<file path="src/rtl/rr_arbiter_16.sv">
// rr_arbiter_16: 16-way round-robin arbiter with registered one-hot/index grant.
// Define ARB_TIMEOUT_EN to build the MAX_HOLD hold-limit counter and timeout pulse.
module rr_arbiter_16 #(
  parameter int unsigned MAX_HOLD = 16
) (
  input  logic        clk,
  input  logic        rst,
  input  logic        enable,
  input  logic [15:0] req,
  output logic [15:0] gnt,
  output logic [3:0]  gnt_idx,
  output logic        gnt_valid,
  output logic        timeout
);
  typedef enum logic {IDLE, GRANT} state_t;
  state_t      state_q, state_d;
  logic [3:0]  ptr_q, ptr_d, idx_q, idx_d, win, cand;
  logic [15:0] gnt_q, gnt_d;
  logic        valid_q, valid_d, tmo_q, tmo_d, found, expire;
  if (MAX_HOLD < 1 || MAX_HOLD > 255) begin : g_bad_max_hold
    $error("MAX_HOLD must be in 1..255");
  end
`ifdef ARB_TIMEOUT_EN
  logic [7:0] cnt_q, cnt_d;
  always_comb cnt_d = valid_q ? cnt_q + 8'd1 : 8'd0;
  assign expire = (cnt_q + 8'd1) == 8'(MAX_HOLD);
  always_ff @(posedge clk) cnt_q <= rst ? 8'd0 : cnt_d;
`else
  assign expire = 1'b0;
`endif
  // first set request at or above ptr, wrapping 15 -> 0
  always_comb begin
    win = 4'd0;
    found = 1'b0;
    cand = 4'd0;
    for (int k = 0; k < 16; k++) begin
      cand = ptr_q + 4'(k);
      if (!found && req[cand]) begin
        win = cand;
        found = 1'b1;
      end
    end
  end
  always_comb begin
    state_d = state_q;
    ptr_d = ptr_q;
    idx_d = idx_q;
    gnt_d = gnt_q;
    valid_d = valid_q;
    tmo_d = 1'b0;
    if (state_q == IDLE) begin
      if (enable && found) begin
        state_d = GRANT;
        idx_d = win;
        gnt_d = 16'd1 << win;
        valid_d = 1'b1;
        ptr_d = win + 4'd1;
      end
    end else if (!enable || !req[idx_q] || expire) begin
      state_d = IDLE;
      idx_d = 4'd0;
      gnt_d = 16'd0;
      valid_d = 1'b0;
      tmo_d = expire && enable && req[idx_q];
    end
  end
  always_ff @(posedge clk) begin
    if (rst) begin
      state_q <= IDLE;
      ptr_q <= 4'd0;
      idx_q <= 4'd0;
      gnt_q <= 16'd0;
      valid_q <= 1'b0;
      tmo_q <= 1'b0;
    end else begin
      state_q <= state_d;
      ptr_q <= ptr_d;
      idx_q <= idx_d;
      gnt_q <= gnt_d;
      valid_q <= valid_d;
      tmo_q <= tmo_d;
    end
  end
  assign gnt = gnt_q;
  assign gnt_idx = idx_q;
  assign gnt_valid = valid_q;
  assign timeout = tmo_q;
endmodule

</file>
<file path="config.mk">
export PLATFORM = sky130hd
export DESIGN_NAME = rr_arbiter_16
export DESIGN_NICKNAME = d
export VERILOG_FILES = /design/src/rtl/rr_arbiter_16.sv
export SDC_FILE = /design/constraint.sdc
export NUM_CORES = 1
export LEC_CHECK = 0
export ABC_AREA = 1
export BUFFER_PORTS_ARGS = -buffer_cell sky130_fd_sc_hd__buf_2
export CAP_MARGIN = 20
export CORE_MARGIN = 2
export CORE_UTILIZATION = 31
export CTS_BUF_LIST = sky130_fd_sc_hd__clkbuf_4
export CTS_CLUSTER_DIAMETER = 30
export DETAILED_ROUTE_END_ITERATION = 6
export SLEW_MARGIN = 20
export SYNTH_ARGS = -nofsm -noshare
export SYNTH_HDL_FRONTEND = slang
export SYNTH_SLANG_ARGS = --single-unit
</file>
<file path="constraint.sdc">
create_clock -name clk -period 4.42 [get_ports clk]
set_clock_uncertainty 0.05 [all_clocks]
set_input_delay 0 -clock clk [delete_from_list [all_inputs] [get_ports clk]]
set_output_delay 0 -clock clk [all_outputs]
set_load 0.005 [all_outputs]
</file>
### Word level (Yosys, flattened, before mapping)

Cells that the tools add are included.

* add/sub/neg operators: 16
* magnitude comparators: 17
* equal/unequal tests: 1
* shifts and indexed selects: 1
* muxes and demuxes: 78
* bitwise operators: 1
* reductions and logical operators: 37

Operators by type and width (number)
* 4-bit by 5-bit < comparator with 1-bit output, second input constant: 17
* 4-bit two-way mux: 19
* 1-bit binary-select mux with 4-bit select: 17
* 16-bit two-way mux: 3
* 1-bit two-way mux: 39
* 4-bit adder, second input constant: 8
* 1-bit zero test: 17
* 4-bit by 3-bit adder with 4-bit output, second input constant: 4
* 1-bit logical AND: 16
* 1-bit by 4-bit << shifter with 16-bit output, first input constant: 1
* 4-bit by 1-bit adder with 4-bit output, second input constant: 2
* 4-bit by 2-bit adder with 4-bit output, second input constant: 2
* 2-bit AND reduction: 2
* 2-bit by 1-bit inequality test with 1-bit output, second input constant: 1
* 2-bit nonzero test: 1
* 1-bit logical OR: 1
* 1-bit NOT: 1

* flip-flop bits (word level): 26
* input port bits: 19

### Logic depth before layout (Yosys ltp)

Gate-level depths: netlist of run 1.

* depth after elaboration: 51
* depth in mapped cells: 31
* mapped depth without buffers: 31

### Worst setup path after synthesis of run 1

Ideal clock, no wire load.

* path kind: register to register
* start: register ptr_q[1]
* end: register ptr_q[2]
* arrival time: 3512 ps
* data required time: 4247 ps
* path slack: 735 ps
* stages on the path, launching flop included: 25
* path buffers: 1
* clock period less this slack: 3685 ps
* cells stage by stage: dfxtp_1 -> inv_1 -> buf_2 -> ha_1 -> clkinv_1 -> nand3_1 -> nand3_1 -> nand2_1 -> nand2_1 -> nand2_2 -> nor2_4 -> nand4_2 -> nor2_4 -> nand4_4 -> nor2_4 -> nand4_2 -> inv_2 -> nand3_1 -> o21ai_1 -> nor2_1 -> nor2_2 -> ha_1 -> ha_1 -> o21ai_0 -> a21oi_1

* cells in the longest elaborated chain, start to end: 50

Ends and longest elaborated chain
* start, declared: line 17 `logic [3:0] ptr_q, ptr_d, idx_q, idx_d, win, cand;`
* start signal, assigned: line 77 `ptr_q <= ptr_d;`
* parallel branches: the longest is 50 deep, another holds 4-bit by 1-bit adder with 4-bit output

Parallel ways; which one is timed is not known. The select of a mux whose other input is x is not followed.
A chain may end at the register's enable or synchronous reset.

### Worst setup path after layout of run 1

* start: register ptr_q[2]
* end: register gnt_q[11] (netlist: gnt[11])

* cells in the longest elaborated chain, start to end: 51

Ends and longest elaborated chain
* parallel branches: the longest is 51 deep, another holds 4-bit by 1-bit adder with 4-bit output
* end signal, assigned: line 79 `gnt_q <= gnt_d;`
* end, declared: line 18 `logic [15:0] gnt_q, gnt_d;`

Parallel ways; which one is timed is not known. The select of a mux whose other input is x is not followed.

==> flow_metrics.env, run 1 <==
export IMPL_routed_via_density=5.07
export IMPL_numCtsBuffers=3
export IMPL_synth_commonest_cells="nand2_1, nand3_1, inv_1"
export IMPL_grt_pass1_vias=3234
export IMPL_drv_slew=0
export IMPL_synth_main_ff_cell="dfxtp_1"
export IMPL_hold_viol=0
export IMPL_cts_setup_buffers=0
export IMPL_cts_tree="built"
export IMPL_syn_area_um2=2980
export IMPL_start_util_pct=32.1
export IMPL_die_w_um=102
export IMPL_drc=0
export IMPL_status="completed"
export IMPL_insertedDiodeCount=0
export IMPL_hold_class="primary input to flip-flop"
export IMPL_relSlewSlack_pct=54.9
export IMPL_synth_fp_nets=565
export IMPL_post_route_period_util_pct=89.7
export IMPL_row_count=35
export IMPL_period_minus_slack_ns=3.97
export IMPL_wl_per_cell_um=13.7
export IMPL_ant_nets=0
export IMPL_ios=41
export IMPL_rsz0062_at_grt="no"
export IMPL_fp_dieH_um=102
export IMPL_crit_required_ns=4.62
export IMPL_path_max_fanout=13
export IMPL_grt_max_degree=23
export IMPL_clkSinkCount=26
export IMPL_synth_edff_count=0
export IMPL_dp_hpwl_um=7710
export IMPL_startpoint_type="flip-flop"
export IMPL_ys_seq_area_share_pct=17.5
export IMPL_cp_common_cell="nand3_1"
export IMPL_ys_top_cells_by_area="nand2_1, dfxtp_1, nand3_1, inv_1, nor2_1"
export IMPL_finalWirelength_um=9600
export IMPL_first_iter_violations=273
export IMPL_slowest_stage="dfxtp_2"
export IMPL_cts_root_buf="clkbuf_4"
export IMPL_end_kind="flip-flop"
export IMPL_grt_usage_pct=18.8
export IMPL_fmax_mhz=252
export IMPL_finalSetupViolCount=0
export IMPL_avgSynthCellArea_um2=5.58
export IMPL_fin_nets=604
export IMPL_design_die_area_um2=10400
export IMPL_synthArstFlopShare_pct=0
export IMPL_maxCapViolCount=0
export IMPL_ys_ff_latch=26
export IMPL_clockBufferDepth=2
export IMPL_drtPass1Iterations=6
export IMPL_drive_gt1_share_pct=15.0
export IMPL_arrival_ns=4.17
export IMPL_grt_antenna_before_repair=0
export IMPL_syn_inst=534
export IMPL_cts_max_level=1
export IMPL_grt_pass1_wl_um=15900
export IMPL_final_util_pct=36.4
export IMPL_clock_latency_ns=0.32
export IMPL_gp_congestion=0.935
export IMPL_yosysWarningCount=0
export IMPL_crit_type="flip-flop to flip-flop"
export IMPL_synth_most_common_cell="nand2_1"
export IMPL_setup_tns_ns=0
export IMPL_post_synth_num_cell_types=40
export IMPL_port_buffers=39
export IMPL_syn_to_final_growth_pct=13.3
export IMPL_synth_top_area_share_pct=21.5
export IMPL_cts_clk_slew_worst_paths_ns=0.13
export IMPL_path_cells="inv_2 > ha_2 > inv_1 > nand3_1 > nand3_1 > nand2_1 > nand4_2 > nor2_4 > nand4_4 > nor2_4 > nand4_2 > inv_2 > nand3_1 > o21ai_1 > nor2_1 > nor2_2 > ha_1 > inv_1 > nor2_1 > nand3_1 > a21oi_1"
export IMPL_globalRoute_totalOverflow=0
export IMPL_via_count=3552
export IMPL_fp_coreArea_um2=9280
export IMPL_yosysTopAreaCell="nand2_1"
export IMPL_tightest_slew_ns=0.669
export IMPL_slowest_delay_ns=0.53
[registers in the layout (all words and copies together), names as in the netlist]
name	count
ptr_q	4
gnt_idx	4
gnt	16
state_q	1
gnt_valid	1
[per-layer routing]
layer	part of all wire [%]	vias up	global-route usage, %
met5	0	-	0
met4	0.59	0	2.67
met3	5.6	4	0.821
met2	48	115	33.9
met1	45	1609	25.4
li1	-	1824	-
[path summary, 6_finish.rpt]
kind                          from                       to  slack [ns]  depth (start not counted)
max          ptr_q[2]$_SDFFE_PP0P_     gnt[11]$_SDFFE_PP0P_        0.45                         21
min                            rst  gnt_idx[0]$_SDFFE_PP0P_        0.03                          2
max reg2reg  ptr_q[2]$_SDFFE_PP0P_     gnt[11]$_SDFFE_PP0P_        0.45                         21
min reg2reg    gnt[1]$_SDFFE_PP0P_      gnt[1]$_SDFFE_PP0P_        0.42                          2
[cell type report]
| type | instances | area, µm² |
|---|---|---|
| clock buffers | 3 | 22.5 |
| clock inverters | 1 | 3.75 |
| fillers | 1077 | 5900 |
| inverters | 60 | 226 |
| multi-input cells | 431 | 2160 |
| flip-flops and latches | 26 | 522 |
| well taps | 129 | 161 |
| repair buffers | 51 | 288 |
[metrics by stage]
stage               cells  setup WS, ns  cell area, µm²  hold WS, ns
finish                701         0.454            3380       0.0254
global route          701        0.0369            3380       0.0440
CTS                   701        0.0165            3360       0.0254
detailed placement    696        0.0653            3330        0.274
global placement      696        0.0154            3330        0.282
floorplan             534         0.735            2980       0.0285
[timing repair]
item	4_1_cts	5_1_grt
endpoints found under the setup margin	0	24
endpoints found under the hold margin	1	0
hold buffers	1	0
resized for setup	0	6
[logic make-up (layout without fill, tap and decap cells)]
kind of cell / count (synthesis) / after routing / synth area share [%]
simple gates: 348 / 348 / 52.3
compound gates: 60 / 60 / 11.1
fa+ha+maj: 12 / 12 / 5.04
flops: 26 / 26 / 17.5
other cells: 1 / 1 / 0.126
xor+xnor: 10 / 10 / 3.19
buf+inv: 77 / 115 / 10.8
[cell usage in the layout (no fill, tap or decap), types with 2 or more instances in the layout]
cell	count
xnor2_1	2
nand2_1	171
nor2_2	7
nor2_1	42
clkbuf_4	3
inv_1	50
nand4_2	2
nor3_1	2
o211ai_1	2
o22ai_1	2
nor2_4	4
nand4_1	10
nand3_1	102
dfxtp_1	25
o21ai_0	19
nand2_2	3
a21oi_1	25
buf_4	11
a21oi_2	2
inv_2	7
clkinv_1	3
ha_1	11
o21ai_1	4
xor2_1	7
buf_2	39
[critical path, delay by kind of cell (launching register included)]
| family | cells | cell delay (ns) |
|---|---|---|
| simple gates | 13 | 1.83 |
| buf+inv | 4 | 0.45 |
| fa+ha+maj | 2 | 0.70 |
| flops | 1 | 0.53 |
| compound gates | 2 | 0.33 |
Power of run 1 is left out: the tool's default activity adds up to more than one toggle a clock period on the data nets, which glitch-free logic cannot reach.
==> run 2: changes to the inputs <==
PLACE_DENSITY_LB_ADDON = 0.2   (was default)
==> run 2 against run 1 <==
Core utilization is 0.20 points higher. Final area rose by 0.56%. Final cell count up 0.29%. Critical path depth rose by 1. Critical endpoint is now ptr_q[2]$_SDFFE_PP0P_.
==> flow_metrics.env, run 2 (same netlist as run 1, synthesis figures left out) <==
export IMPL_status="completed"
export IMPL_post_route_period_util_pct=91.2
export IMPL_crit_family="simple AND/OR/NAND/NOR gates"
export IMPL_cts_max_level=1
export IMPL_ant_nets=0
export IMPL_dp_hpwl_um=8350
export IMPL_drc=0
export IMPL_tightest_slew_ns=0.879
export IMPL_crit_type="flip-flop to flip-flop"
export IMPL_mostFrequentLayoutCell="nand2_1"
export IMPL_die_w_um=102
export IMPL_finalWirelength_um=10200
export IMPL_grt_pass1_wl_um=17000
export IMPL_cts_clk_slew_worst_paths_ns=0.14
export IMPL_grt_max_degree=23
export IMPL_fp_coreArea_um2=9280
export IMPL_fp_dieH_um=102
export IMPL_rsz0062_at_grt="no"
export IMPL_arrival_ns=4.19
export IMPL_setup_tns_ns=0
export IMPL_hold_viol=0
export IMPL_largest_register_ffs=16
export IMPL_setup_ws_ns=0.390
export IMPL_grt_antenna_before_repair=0
export IMPL_globalRoute_totalOverflow=0
export IMPL_grt_pass1_vias=3425
export IMPL_crit_required_ns=4.58
export IMPL_cts_tree="built"
export IMPL_cp_num_buf_inv=3
export IMPL_hold_class="primary input to flip-flop"
export IMPL_first_iter_violations=213
export IMPL_design_die_area_um2=10400
export IMPL_via_count=3551
export IMPL_slowest_delay_ns=0.42
export IMPL_clock_latency_ns=0.32
export IMPL_syn_to_final_growth_pct=14.0
export IMPL_maxCapViolCount=0
export IMPL_path_cells="buf_4 > ha_1 > nand2_1 > xor2_4 > inv_1 > nand2_1 > nand2_2 > nor2_4 > nand4_2 > nor2_4 > nand4_4 > nor2_4 > nand4_2 > inv_2 > nand4_1 > o21ai_1 > nor2_1 > nor2_2 > ha_1 > ha_1 > o21ai_0 > a21oi_1"
export IMPL_startpoint_type="flip-flop"
export IMPL_slowest_stage="dfxtp_2"
export IMPL_ios=41
export IMPL_period_minus_slack_ns=4.03
export IMPL_row_count=35
export IMPL_cts_root_buf="clkbuf_4"
export IMPL_path_max_fanout=9
export IMPL_clkSinkCount=26
export IMPL_fmax_mhz=248
export IMPL_routed_via_density=5.05
export IMPL_port_buffers=39
export IMPL_gp_congestion=0.958
export IMPL_finalSetupViolCount=0
export IMPL_insertedDiodeCount=0
export IMPL_drtPass1Iterations=5
export IMPL_drv_slew=0
export IMPL_wl_per_cell_um=14.5
export IMPL_fin_nets=606
export IMPL_end_kind="flip-flop"
export IMPL_place_ws_ns=0.275
export IMPL_clockBufferDepth=2
export IMPL_layout_common_cells="nand2_1, nand3_1, inv_1"
export IMPL_relSlewSlack_pct=41.2
export IMPL_numCtsBuffers=3
export IMPL_start_util_pct=32.1
export IMPL_drive_gt1_share_pct=14.6
export IMPL_grt_usage_pct=20.6
==> run 2: repair_timing <==
| action | in CTS | in global routing |
|---|---|---|
| setup endpoints to repair | 0 | 16 |
| gates resized for setup | 0 | 4 |
| buffers inserted | 0 | 0 |
| hold buffers | 1 | 0 |
| hold endpoints to repair | 1 | 0 |
==> run 2: final timing paths <==
check                         start                 endpoint  slack [ns]  cells past startpoint
min                             rst  gnt_idx[0]$_SDFFE_PP0P_        0.01                      2
max           ptr_q[2]$_SDFFE_PP0P_    ptr_q[2]$_SDFFE_PP0P_        0.39                     22
min reg2reg  gnt_valid$_SDFFE_PP0P_   gnt_valid$_SDFFE_PP0P_        0.42                      2
max reg2reg   ptr_q[2]$_SDFFE_PP0P_    ptr_q[2]$_SDFFE_PP0P_        0.39                     22
==> run 2: through the flow <==
stage / instance area (µm²) / instances / utilization (%) / hold WS [ns]
6_report: 3400 / 703 / 36.6 / 0.0150
3_3_place_gp: 3340 / 698 / 36.0 / 0.291
2_1_floorplan: 2980 / 534 / - / 0.0285
3_5_place_dp: 3340 / 698 / 36.0 / 0.301
5_1_grt: 3400 / 703 / 36.6 / 0.0344
4_1_cts: 3380 / 703 / 36.4 / 0.0113
==> run 2: area by class of cell <==
cell class | count | area, µm²
clock inverters | 1 | 3.75
repair buffers | 53 | 307
well taps | 129 | 161
flip-flops and latches | 26 | 522
clock buffers | 3 | 22.5
multi-input cells | 431 | 2160
inverters | 60 | 226
fillers | 1091 | 5890
==> run 2: per-layer routing <==
metal  share of wire, %  up-vias  global-route usage (%)  routed length, µm
met5                  0        -                       0                  0
met4                1.1        0                    4.62                113
met3                4.9        9                    1.78                496
met2                 46       89                    33.4               4680
met1                 48     1625                    29.7               4930
li1                   -     1828                       -                  -
==> run 2: worst register-to-register path, cell delays in order, from the launching register on <==
cell and delay (ns):
dfxtp_2 0.42, buf_4 0.23, ha_1 0.25, nand2_1 0.14
xor2_4 0.26, inv_1 0.12, nand2_1 0.09, nand2_2 0.11
nor2_4 0.17, nand4_2 0.14, nor2_4 0.15, nand4_4 0.11
nor2_4 0.17, nand4_2 0.13, inv_2 0.09, nand4_1 0.17
o21ai_1 0.16, nor2_1 0.07, nor2_2 0.21, ha_1 0.23
ha_1 0.24, o21ai_0 0.17, a21oi_1 0.06
Power of run 2 is left out for the same reason.
==> run 3: changes to the inputs <==
--- a/config.mk
+++ b/config.mk
@@ -9,5 +9,4 @@
 export BUFFER_PORTS_ARGS = -buffer_cell sky130_fd_sc_hd__buf_2
 export CAP_MARGIN = 20
-export CORE_MARGIN = 2
 export CORE_UTILIZATION = 31
 export CTS_BUF_LIST = sky130_fd_sc_hd__clkbuf_4
==> constraint.sdc (replaced) <==
create_clock -name clk -period 4.42 [get_ports clk]
set_clock_uncertainty 0.05 [all_clocks]
set_input_delay 0.221 -clock clk [delete_from_list [all_inputs] [get_ports clk]]
set_output_delay 0.221 -clock clk [all_outputs]
set_load 0.005 [all_outputs]
==> run 3 against run 2 <==
First-iteration DRC count is the same. Final cell count fell by 0.43%. Largest cell class unchanged. Worst hold slack better by 0.19 ns.
==> flow_metrics.env, run 3 (same netlist as run 1, synthesis figures left out) <==
export IMPL_status="completed"
export IMPL_tightest_slew_ns=0.656
export IMPL_ant_nets=0
export IMPL_rsz0062_at_grt="no"
export IMPL_finalSetupViolCount=0
export IMPL_slowest_delay_ns=0.37
export IMPL_clkSinkCount=26
export IMPL_grt_max_degree=23
export IMPL_hold_viol=0
export IMPL_start_util_pct=32.1
export IMPL_finalWirelength_um=9800
export IMPL_drv_slew=0
export IMPL_clock_latency_ns=0.31
export IMPL_cts_max_level=1
export IMPL_first_iter_violations=213
export IMPL_critPathLaunch="ptr_q[1]$_SDFFE_PP0P_"
export IMPL_min_delay_start="enable"
export IMPL_maxCapViolCount=0
export IMPL_grt_usage_pct=20.5
export IMPL_slowest_stage="dfxtp_1"
export IMPL_hold_class="primary input to flip-flop"
export IMPL_rr_startpoint="ptr_q[1]$_SDFFE_PP0P_"
export IMPL_startpoint_type="flip-flop"
export IMPL_syn_to_final_growth_pct=12.9
export IMPL_period_minus_slack_ns=4.01
export IMPL_crit_type="flip-flop to flip-flop"
export IMPL_routed_via_density=5.14
export IMPL_via_count=3596
export IMPL_setup_tns_ns=0
export IMPL_drc=0
export IMPL_drive_gt1_share_pct=14.7
export IMPL_ios=41
export IMPL_numCtsBuffers=3
export IMPL_crit_family="simple AND/OR/NAND/NOR gates"
export IMPL_drtPass1Iterations=7
export IMPL_arrival_ns=4.17
export IMPL_design_die_area_um2=10000
export IMPL_cts_clk_slew_worst_paths_ns=0.13
export IMPL_grt_antenna_before_repair=0
export IMPL_fin_nets=603
export IMPL_cp_num_buf_inv=3
export IMPL_insertedDiodeCount=0
export IMPL_dp_hpwl_um=7910
export IMPL_cts_tree="built"
export IMPL_n_fill_cell=1098
export IMPL_path_max_fanout=16
export IMPL_fp_coreArea_um2=9280
export IMPL_port_buffers=39
export IMPL_largest_register_ffs=16
export IMPL_clockBufferDepth=2
export IMPL_row_count=35
export IMPL_crit_required_ns=4.58
export IMPL_cts_root_buf="clkbuf_4"
export IMPL_layout_common_cells="nand2_1, nand3_1, inv_1"
export IMPL_end_kind="flip-flop"
export IMPL_ctsHoldBuffers=0
export IMPL_grt_pass1_vias=3353
export IMPL_globalRoute_totalOverflow=0
export IMPL_relSlewSlack_pct=55.8
export IMPL_gp_congestion=0.941
export IMPL_fp_dieH_um=100
export IMPL_path_cells="buf_4 > ha_1 > nand2_1 > xor2_4 > inv_1 > nand2_1 > nand2_2 > nor2_4 > nand4_2 > nor2_4 > nand4_4 > nor2_4 > nand4_2 > inv_2 > nand4_1 > o21ai_1 > nor2_1 > nor2_2 > ha_1 > ha_1 > o21ai_0 > a21oi_1"
export IMPL_die_w_um=100
export IMPL_mostFrequentLayoutCell="nand2_1"
export IMPL_grt_pass1_wl_um=16400
export IMPL_post_route_period_util_pct=90.7
export IMPL_wl_per_cell_um=14.0
export IMPL_fmax_mhz=249
## run 3: cell types whose count changed in the layout (fill, tap and decap cells not counted)
cell / delta
dlygate4sd3_1: -1
inv_2: +1
nor2_2: +2
nor2_4: -1
buf_4: -1
inv_1: -1
buf_6: -1
nor2_1: -1
## run 3: path summary, 6_finish.rpt
check / endpoint / slack, ns / cells past startpoint
worst max-delay path: ptr_q[2]$_SDFFE_PP0P_ / 0.41 / 22
worst min-delay path: state_q$_SDFF_PP0_ / 0.21 / 3
worst max register to register: ptr_q[2]$_SDFFE_PP0P_ / 0.41 / 22
worst min register to register: gnt[14]$_SDFFE_PP0P_ / 0.42 / 2
## run 3: layout make-up
class | count | area [µm²] | area share [%]
well taps | 129 | 161 | 4.79
clock buffers | 3 | 22.5 | 0.669
flip-flops and latches | 26 | 522 | 15.5
clock inverters | 1 | 3.75 | 0.111
inverters | 60 | 226 | 6.73
multi-input cells | 431 | 2150 | 64.0
repair buffers | 50 | 278 | 8.25
## run 3: metal layers
layer,vias to the layer above,GRT usage [%],share of wire (%)
met5,-,0,0
met4,0,5.69,2.3
met3,21,1.25,5.2
met2,130,32.5,44
met1,1626,30.0,48
li1,1819,-,-
## run 3: through the flow
stage               hold WS, ns  area (µm²)  util, %  setup WS, ns  instances
CTS                       0.184        3340     36.0         0.155        699
global placement          0.402        3320     35.7         0.310        695
detailed placement        0.407        3320     35.7         0.201        695
floorplan                 0.249        2980        -         0.735        534
global route              0.231        3370     36.3        0.0104        700
finish                    0.210        3370     36.3         0.409        700
## run 3: timing repair
| item | CTS | global route |
|---|---|---|
| setup buffers | 0 | 1 |
| setup endpoints to repair | 0 | 14 |
| resized for setup | 0 | 4 |
## run 3: worst reg2reg max path: stages (launching register included)
cell,delay [ns]
dfxtp_1,0.37
buf_4,0.25
ha_1,0.25
nand2_1,0.14
xor2_4,0.24
inv_1,0.11
nand2_1,0.09
nand2_2,0.10
nor2_4,0.16
nand4_2,0.13
nor2_4,0.16
nand4_4,0.12
nor2_4,0.19
nand4_2,0.13
inv_2,0.09
nand4_1,0.19
o21ai_1,0.17
nor2_1,0.07
nor2_2,0.23
ha_1,0.22
ha_1,0.23
o21ai_0,0.16
a21oi_1,0.06
Power of run 3 is left out for the same reason.
